File: config.mk
export PLATFORM = sky130hd
export DESIGN_NAME = tilt_letter_ctrl
export DESIGN_NICKNAME = d
export VERILOG_FILES = /design/src/rtl/tilt_pkg.sv /design/src/rtl/tilt_letter_ctrl_tick.sv /design/src/rtl/tilt_letter_ctrl.sv
export SDC_FILE = /design/constraint.sdc
export NUM_CORES = 1
export LEC_CHECK = 0
export BUFFER_PORTS_ARGS = -buffer_cell sky130_fd_sc_hd__buf_2
export CAP_MARGIN = 20
export CORE_ASPECT_RATIO = 0.8
export CORE_MARGIN = 3
export CORE_UTILIZATION = 45
export DETAILED_ROUTE_END_ITERATION = 16
export GPL_ROUTABILITY_DRIVEN = 0
export GPL_TIMING_DRIVEN = 0
export PLACE_DENSITY = 0.67
export SYNTH_ARGS = -nofsm -noshare
export SYNTH_HDL_FRONTEND = slang
export SYNTH_SLANG_ARGS = --single-unit
File: constraint.sdc
create_clock -name clk -period 5 [get_ports clk]
set_input_delay 0 -clock clk [delete_from_list [all_inputs] [get_ports clk]]
set_output_delay 0 -clock clk [all_outputs]
set_load 0.005 [all_outputs]
File: src/rtl/tilt_pkg.sv
`default_nettype none
// +--------------------------------------------------------------------------+
// | Module      : tilt_pkg                                                   |
// | Description : Shared state encoding, thresholds and helpers for the      |
// |               tilt-to-letter sequencer and decoder.                      |
// | Revision    : 1.0 - initial release                                      |
// +--------------------------------------------------------------------------+
package tilt_pkg;

  // Sequencer state encoding
  localparam logic [2:0] S_WAIT_TICK = 3'd0;
  localparam logic [2:0] S_LATCH     = 3'd1;
  localparam logic [2:0] S_WAIT_DEC  = 3'd2;
  localparam logic [2:0] S_COMPARE   = 3'd3;
  localparam logic [2:0] S_EMIT      = 3'd4;
  localparam logic [2:0] S_REARM     = 3'd5;

  typedef enum logic [2:0] {
    WAIT_TICK = S_WAIT_TICK,
    LATCH     = S_LATCH,
    WAIT_DEC  = S_WAIT_DEC,
    COMPARE   = S_COMPARE,
    EMIT      = S_EMIT,
    REARM     = S_REARM
  } state_t;

  // Decoder thresholds: letters start at ENTRY_THRES, one letter per step
  localparam logic signed [11:0] ENTRY_THRES = 12'sd500;
  localparam logic signed [11:0] THRES_STEP  = 12'sd50;
  localparam logic [7:0]         ASCII_A     = 8'd65;
  localparam int                 NUM_LETTERS = 13;

  // True when every axis is strictly below the threshold (signed compare)
  function automatic logic all_below(
    input logic signed [11:0] x,
    input logic signed [11:0] y,
    input logic signed [11:0] z,
    input logic signed [11:0] thr
  );
    return (x < thr) && (y < thr) && (z < thr);
  endfunction

endpackage
`default_nettype wire

File: src/rtl/tilt_letter_ctrl_tick.sv
`default_nettype none
// +--------------------------------------------------------------------------+
// | Module      : sample_tick_gen                                            |
// | Description : Free-running divider producing a one-cycle sample tick     |
// |               every SAMPLE_DIV clock cycles.                             |
// | Revision    : 1.0 - initial release                                      |
// +--------------------------------------------------------------------------+
module sample_tick_gen #(
  parameter int SAMPLE_DIV = 100000
) (
  input  logic clk,
  input  logic reset,
  output logic tick
);

  localparam int c_cnt_w = $clog2(SAMPLE_DIV);
  localparam logic [c_cnt_w-1:0] c_cnt_last = c_cnt_w'(SAMPLE_DIV - 1);

  logic [c_cnt_w-1:0] r_cnt;

  // Count 0..SAMPLE_DIV-1 and wrap, regardless of what the sequencer does
  always_ff @(posedge clk) begin
    if (reset) begin
      r_cnt <= '0;
    end else if (r_cnt == c_cnt_last) begin
      r_cnt <= '0;
    end else begin
      r_cnt <= r_cnt + 1'b1;
    end
  end

  assign tick = (r_cnt == c_cnt_last);

endmodule
`default_nettype wire

File: src/rtl/tilt_letter_ctrl.sv
`default_nettype none
// +--------------------------------------------------------------------------+
// | Module      : tilt_letter_ctrl                                           |
// | Description : Samples the accelerometer on a fixed tick, drives the      |
// |               decoder, debounces its ASCII output and hands accepted     |
// |               letters downstream on a valid/ready handshake.             |
// | Revision    : 1.0 - initial release                                      |
// +--------------------------------------------------------------------------+
module tilt_letter_ctrl #(
  parameter int                 SAMPLE_DIV    = 100000,
  parameter int                 STABLE_COUNT  = 4,
  parameter int                 DEC_TIMEOUT   = 8,
  parameter logic signed [11:0] ENTRY_THRES   = tilt_pkg::ENTRY_THRES,
  parameter logic signed [11:0] NEUTRAL_THRES = 12'sd200
) (
  input  logic               clk,
  input  logic               reset,
  input  logic signed [11:0] accel_x,
  input  logic signed [11:0] accel_y,
  input  logic signed [11:0] accel_z,
  output logic signed [11:0] dec_x,
  output logic signed [11:0] dec_y,
  output logic signed [11:0] dec_z,
  input  logic [7:0]         dec_ascii,
  input  logic               dec_valid,
  output logic [7:0]         char_out,
  output logic               char_valid,
  input  logic               char_ready,
  output logic               busy,
  output logic               timeout_err
);

  import tilt_pkg::*;

  localparam int c_cnt_w = $clog2(STABLE_COUNT + 1);
  localparam int c_to_w  = $clog2(DEC_TIMEOUT + 1);
  localparam logic [c_cnt_w-1:0] c_stable  = c_cnt_w'(STABLE_COUNT);
  localparam logic [c_to_w-1:0]  c_to_last = c_to_w'(DEC_TIMEOUT - 1);

  state_t                r_state;
  state_t                w_next;
  logic signed [11:0]    r_dec_x, r_dec_y, r_dec_z;
  logic [7:0]            r_cand;
  logic [c_cnt_w-1:0]    r_count;
  logic [7:0]            r_sample_code;
  logic [7:0]            r_char_out;
  logic [c_to_w-1:0]     r_to_cnt;
  logic                  r_timeout_err;

  logic                  w_tick;
  logic                  w_entry_below;
  logic                  w_neutral;
  logic                  w_to_expire;
  logic                  w_timeout;
  logic                  w_match;
  logic [c_cnt_w-1:0]    w_cnt_new;
  logic [7:0]            w_cand_new;

  sample_tick_gen #(
    .SAMPLE_DIV (SAMPLE_DIV)
  ) u_tick (
    .clk   (clk),
    .reset (reset),
    .tick  (w_tick)
  );

  assign w_entry_below = all_below(accel_x, accel_y, accel_z, ENTRY_THRES);
  assign w_neutral     = all_below(accel_x, accel_y, accel_z, NEUTRAL_THRES);
  assign w_to_expire   = (r_to_cnt == c_to_last);

  // Debounce arithmetic: extend the run on a repeat, otherwise restart at 1
  always_comb begin
    w_match    = (r_sample_code == r_cand) && (r_count != '0);
    w_cand_new = r_sample_code;
    w_cnt_new  = c_cnt_w'(1);
    if (w_match) begin
      w_cnt_new = (r_count >= c_stable) ? c_stable : r_count + 1'b1;
    end
  end

  // State register
  always_ff @(posedge clk) begin
    if (reset) begin
      r_state <= WAIT_TICK;
    end else begin
      r_state <= w_next;
    end
  end

  // Next-state logic; a valid on the expiry cycle wins over the timeout
  always_comb begin
    w_next    = r_state;
    w_timeout = 1'b0;
    case (r_state)
      WAIT_TICK: if (w_tick) w_next = LATCH;
      LATCH:     w_next = w_entry_below ? WAIT_TICK : WAIT_DEC;
      WAIT_DEC: begin
        if (dec_valid) begin
          w_next = COMPARE;
        end else if (w_to_expire) begin
          w_next    = WAIT_TICK;
          w_timeout = 1'b1;
        end
      end
      COMPARE:   w_next = (w_cnt_new == c_stable) ? EMIT : WAIT_TICK;
      EMIT:      if (char_ready) w_next = REARM;
      REARM:     if (w_tick && w_neutral) w_next = WAIT_TICK;
      default:   w_next = WAIT_TICK;
    endcase
  end

  // Datapath: held decoder sample, candidate/run tracking, timeout, letter
  always_ff @(posedge clk) begin
    if (reset) begin
      r_dec_x       <= '0;
      r_dec_y       <= '0;
      r_dec_z       <= '0;
      r_cand        <= '0;
      r_count       <= '0;
      r_sample_code <= '0;
      r_char_out    <= '0;
      r_to_cnt      <= '0;
      r_timeout_err <= 1'b0;
    end else begin
      r_timeout_err <= w_timeout;
      case (r_state)
        LATCH: begin
          r_dec_x  <= accel_x;
          r_dec_y  <= accel_y;
          r_dec_z  <= accel_z;
          r_to_cnt <= '0;
          if (w_entry_below) begin
            r_cand  <= '0;
            r_count <= '0;
          end
        end
        WAIT_DEC: begin
          r_to_cnt <= r_to_cnt + 1'b1;
          if (dec_valid) begin
            r_sample_code <= dec_ascii;
          end else if (w_to_expire) begin
            r_cand  <= '0;
            r_count <= '0;
          end
        end
        COMPARE: begin
          r_cand  <= w_cand_new;
          r_count <= w_cnt_new;
          if (w_cnt_new == c_stable) begin
            r_char_out <= w_cand_new;
          end
        end
        EMIT: begin
          if (char_ready) begin
            r_cand  <= '0;
            r_count <= '0;
          end
        end
        default: ;
      endcase
    end
  end

  assign dec_x       = r_dec_x;
  assign dec_y       = r_dec_y;
  assign dec_z       = r_dec_z;
  assign char_out    = r_char_out;
  assign char_valid  = (r_state == EMIT);
  assign busy        = (r_state != WAIT_TICK);
  assign timeout_err = r_timeout_err;

endmodule
`default_nettype wire
==> results of run 1 <==
how the worst min path moves through the flow:
stage                         endpoint        from  cells past startpoint
2_1_floorplan    dec_x[0]$_SDFFE_PP0P_  accel_x[0]                      2
3_3_place_gp     dec_y[0]$_SDFFE_PP0P_  accel_y[0]                      3
3_5_place_dp     dec_y[1]$_SDFFE_PP0P_  accel_y[1]                      3
4_1_cts        r_state[0]$_SDFFE_PP0P_       reset                      2
5_1_grt        r_state[0]$_SDFFE_PP0P_       reset                      2
6_report       r_state[0]$_SDFFE_PP0P_       reset                      2
logic make-up after synthesis:
| family | count (synthesis) | share of synthesized area |
|---|---|---|
| compound gates | 122 | 0.2018 |
| xor+xnor | 21 | 0.04708 |
| fa+ha+maj | 4 | 0.01281 |
| buf+inv | 36 | 0.04580 |
| flops | 88 | 0.4510 |
| mux | 1 | 0.002563 |
| simple gates | 204 | 0.2390 |
state kept, by name, summed over array words and instances (netlist names):
register / count
dec_x: 12
dec_y: 12
dec_z: 12
r_count: 3
timeout_err: 1
u_tick.r_cnt: 17
r_state: 3
r_to_cnt: 4
r_sample_code: 8
char_out: 8
r_cand: 8
metal layers:
layer | track usage | routed length [um] | vias up
met5 | 0 | 0 | -
met4 | 0.09060 | 285 | 0
met3 | 0.05993 | 722 | 30
met2 | 0.3678 | 5028 | 133
met1 | 0.2923 | 4743 | 1792
li1 | - | - | 1939
critical path: stages, from the launching register on:
cell and delay [ns]:
dfxtp_1 0.40, inv_1 0.10, ha_1 0.33, o31ai_1 0.62
clkbuf_2 0.29, nand3_1 0.09, a21oi_1 0.15
placed cells by master (no fill, tap or decap), drive strengths merged, types with 4 or more instances in the layout:
master and count:
o21ai 28, nand4 8, nor2 37, xor2 10
nor3 9, buf 108, clkbuf 22, nand2 109
inv 9, nand3 17, dfxtp 88, and3 6
dlygate4sd3 45, a21oi 69, ha 4, xnor2 11
power groups by stage:
stage | clock (mW) | sequential, mW | combinational (mW)
final | 0.586 | 0.793 | 0.431
after global routing | 0.636 | 0.799 | 0.485
after CTS | 0.603 | 0.792 | 0.428
after detailed placement | 0 | 0.808 | 0.400
after global placement | 0 | 0.806 | 0.393
after floorplan | 0 | 0.808 | 0.259
final cells by class:
cell class / instances / area share
multi-input cells: 352 / 0.3776
flip-flops and latches: 88 / 0.3384
repair buffers: 139 / 0.1769
plain buffers: 27 / 0.02788
well taps: 108 / 0.02596
clock buffers: 9 / 0.02379
clock inverters: 7 / 0.02307
inverters: 9 / 0.006489
metrics by stage:
stage | cells | hold slack, ns | setup WS [ns] | util
floorplan | 476 | 0.1360 | 3.223 | -
global placement | 677 | 0.2415 | 2.797 | 0.5520
detailed placement | 677 | 0.2477 | 2.742 | 0.5520
CTS | 738 | 0.08736 | 2.721 | 0.6371
global route | 739 | 0.1126 | 2.905 | 0.6377
finish | 739 | 0.09157 | 2.965 | 0.6377
==> metrics.txt, run 1 <==
initial drt markers=252; most frequent cell after synthesis=nand2_1; power share of the clock group=0.324; GR Util All Layers=0.2278; post-route ant nets=0; crit path kind=flop to flop; Worst R2R Setup Slack=2.96 ns; CTS root buf=clkbuf_8; RSZ-0062 raised after global routing=no; overall routed net length=10,780 um; residual DRC count=0; setup bufs post-CTS=0; pins over their slew limit=0; Resize count post-CTS=0; fin crit period=2.035 ns; die height=89.34 um; TNS Setup=0 ns; register area=1762 sq um; Port-buffer cells=93; CP Launch Type=flop; sw power=0.5394 mW; total clock sinks=88; Hold/Removal Path Class=primary input to flop; pwr/cell area=347.7 nW/um^2; Worst EP required=5.30 ns; Slew @ Worst Pin=0.6913 ns; CTS H-Tree Depth=3; synthesized net count=528; # fillers=725; synthesized flop and latch total=88; Sequential Power Share=0.438; # IOs=95; antenna violations before repair=0; total die area=9842 sq um; outcome=completed; design area=5206 sq um; part of the Yosys area used for sequential elements=0.4510; Comb power frac=0.238; die width=110.2 um; DR WL/cell=14.59 um; Crit. End Element=flop; CTS buffer count=9; Final Power=1.810 mW; Peak VDD IR=0.0003080 V; Sw Ratio=0.2980; Max-Cap Viols=0; first-pass GRT wire length=17,380 um; Post-synth top cells=nand2_1, dfxtp_1, a21oi_1; hold buffers post-CTS=45; leading area contributor after synthesis=dfxtp_1; internal power=1.271 mW; Post-synth EDFFs=0; clk buf depth=2; number of global-route vias before repair=3,700; r2r endpoint=char_out[5]$_SDFFE_PP0P_; CTS tree=yes; row cnt=29; fraction of registers with async set/reset=0; area growth from synthesis to layout=33.28%; Crit. Startpoint=r_count[0]$_SDFFE_PP0P_; TritonRoute pass-1 iters=5; Yosys cell types=54; final setup fails=0; Post-Syn Area=3906 sq um; Setup crit end=char_out[5]$_SDFFE_PP0P_; Pleak=2.057 nW; top_reg_cell synth=dfxtp_1; via density per instance=5.269; Avg Cell Area, Syn=8.206 sq um; crit-path max FO=5; Yosys warnings=0; post-DP HPWL=7359 um; Final Cycle Share=0.4070; max_slew headroom=0.5352; f_max=491.4 MHz; Skew-Pair Late Insertion Delay=0.36 ns; Gate Count Post-Synth=476; core area=8164 sq um; placed inst area=4507 sq um; layout cell share with drive strength beyond 1=0.2456; clk slew on worst S/H paths=0.09 ns; FF-to-FF path depth=6; top-area cell type share of the netlist area=0.4510; gr ovfl total=0; Antenna Cells=0; final hold viol count=0; crit path DAT=2.33 ns; largest net degree at the start of global routing=16; Initial Util=0.4785; final net count=678; total number of vias=3,894; worst reg2reg startpoint=r_count[0]$_SDFFE_PP0P_; Area contributors post-synth=dfxtp_1, nand2_1, a21oi_1; clk_skew=0.01191 ns; multi-input logic area=1966 sq um
Power figures use the tool's default switching activity.
==> run 2: changes to the inputs <==
Settings changed: PLACE_DENSITY 0.67 to 0.7.
Clock period 5 ns to 1.7 ns, I/O delays scaled along.
==> run 2 against run 1 <==
  * Worst hold slack better by 0.016 ns
  * Largest power group unchanged
  * The flow now finishes with violations (setup timing)
  * Clock-buffer cell count is 3 higher
  * Clock power grew to 2.9 times the previous value
  * Wire length is 8.5% higher
  * Critical endpoint is now r_state[2]$_SDFFE_PP0P_
  * Die area stayed put
  * Sequential cell count stayed put
==> metrics.txt, run 2 (same netlist as run 1, synthesis figures left out) <==
CTS tree=yes; clk slew on worst S/H paths=0.08 ns; final hold viol count=0; DP Cell Count=677; CTS root buf=clkbuf_8; die width=110.2 um; TNS Setup=-0.7317 ns; TritonRoute pass-1 iters=5; placed inst area=4512 sq um; overall routed net length=11,690 um; final setup fails=13; Port-buffer cells=93; Slew @ Worst Pin=0.7941 ns; Final Power=5.483 mW; CP Launch Type=flop; most flop-heavy register=u_tick.r_cnt; pwr/cell area=993.2 nW/um^2; residual DRC count=0; total number of vias=4,062; # fillers=652; design area=5520 sq um; commonest cells after routing, fill and taps aside=nand2_1, buf_2, dfxtp_1; Skew-Pair Late Insertion Delay=0.36 ns; Worst EP required=1.97 ns; max_slew headroom=0.4639; layout cell share with drive strength beyond 1=0.3146; Peak VDD IR=0.0004958 V; CTS buffer count=9; outcome=finished, violations left; Final Cycle Share=1.089; area growth from synthesis to layout=41.32%; Initial Util=0.4785; largest net degree at the start of global routing=15; CTS H-Tree Depth=3; f_max=540.2 MHz; crit path kind=flop to flop; final net count=689; Antenna Cells=0; pins over their slew limit=0; first-pass GRT wire length=18,060 um; Hold/Removal Path Class=primary input to flop; GR Util All Layers=0.2335; utilization of the core after routing=0.6762; die height=89.34 um; fin crit period=1.851 ns; final setup margin=-0.1511 ns; DR WL/cell=15.59 um; clk_skew=0.01004 ns; max FFs per register=17; antenna violations before repair=0; Crit. End Element=flop; core area=8164 sq um; initial drt markers=303; post-route ant nets=0; total die area=9842 sq um; Pleak=2.143 nW; via density per instance=5.416; crit-path max FO=10; RSZ-0062 raised after global routing=yes; number of global-route vias before repair=3,823; Max-Cap Viols=0; pre-CTS WS=-0.2309 ns; post-DP HPWL=7451 um; row cnt=29; failing checks=setup timing; total clock sinks=88; commonest non-fill, non-tap cell in the layout=nand2_1; Worst Hold Slack=0.1080 ns; gr ovfl total=0; final std cells w/o fill=750; crit path DAT=2.12 ns; clk buf depth=2; # IOs=95
## run 2: changes by cell type in the layout (fill, tap and decap cells not counted), moves of 6 or more
cell	before	now
dfxtp_1	88	78
dfxtp_2	0	8
buf_4	5	12
buf_6	2	8
## run 2: layer usage
layer / track usage / vias up / routed length, um
met2: 0.3987 / 144 / 5808
met5: 0 / - / 0
met1: 0.2936 / 1942 / 4977
met3: 0.06931 / 16 / 800
li1: - / 1960 / -
met4: 0.05257 / 0 / 106
## run 2: worst paths after layout
check        depth (start not counted)  slack, ns                    endpoint                        from
max reg2reg                          7      -0.15     r_state[2]$_SDFFE_PP0P_     r_state[1]$_SDFFE_PP0P_
min                                  2       0.11     r_state[0]$_SDFFE_PP0P_                       reset
min reg2reg                          1       0.44  u_tick.r_cnt[0]$_SDFF_PP0_  u_tick.r_cnt[0]$_SDFF_PP0_
max                                  7      -0.15     r_state[2]$_SDFFE_PP0P_     r_state[1]$_SDFFE_PP0P_
## run 2: what timing repair did
item | in CTS | in global routing
pin swaps | 14 | 22
endpoints found under the hold margin | 45 | 0
setup buffers | 7 | 5
gates resized for setup | 35 | 31
gates cloned | 2 | 1
endpoints found under the setup margin | 68 | 70
hold buffers | 45 | 0
## run 2: worst max-delay path, cell delays in order (launching register included)
cell and delay [ns]:
dfxtp_2 0.47, and3b_1 0.21, buf_4 0.17, and3_1 0.20, and4_4 0.28, buf_6 0.11
a21oi_2 0.06, a211oi_2 0.26
## run 2: where the power goes
group / switching [mW] / internal (mW)
clock network: 0.728 / 0.948
logic: 0.832 / 0.613
registers: 0.127 / 2.24
total: 1.69 / 3.80
## run 2: final cells by class
class,count,area (sq um),share of cell area
Buffer,24,157.7,0.02856
Clock buffer,12,165.2,0.02992
Clock inverter,4,75.07,0.01360
Inverter,9,33.78,0.006120
Multi-Input combinational cell,352,2137,0.3871
Sequential cell,88,1779,0.3223
Tap cell,108,135.1,0.02448
Timing Repair Buffer,153,1037,0.1879
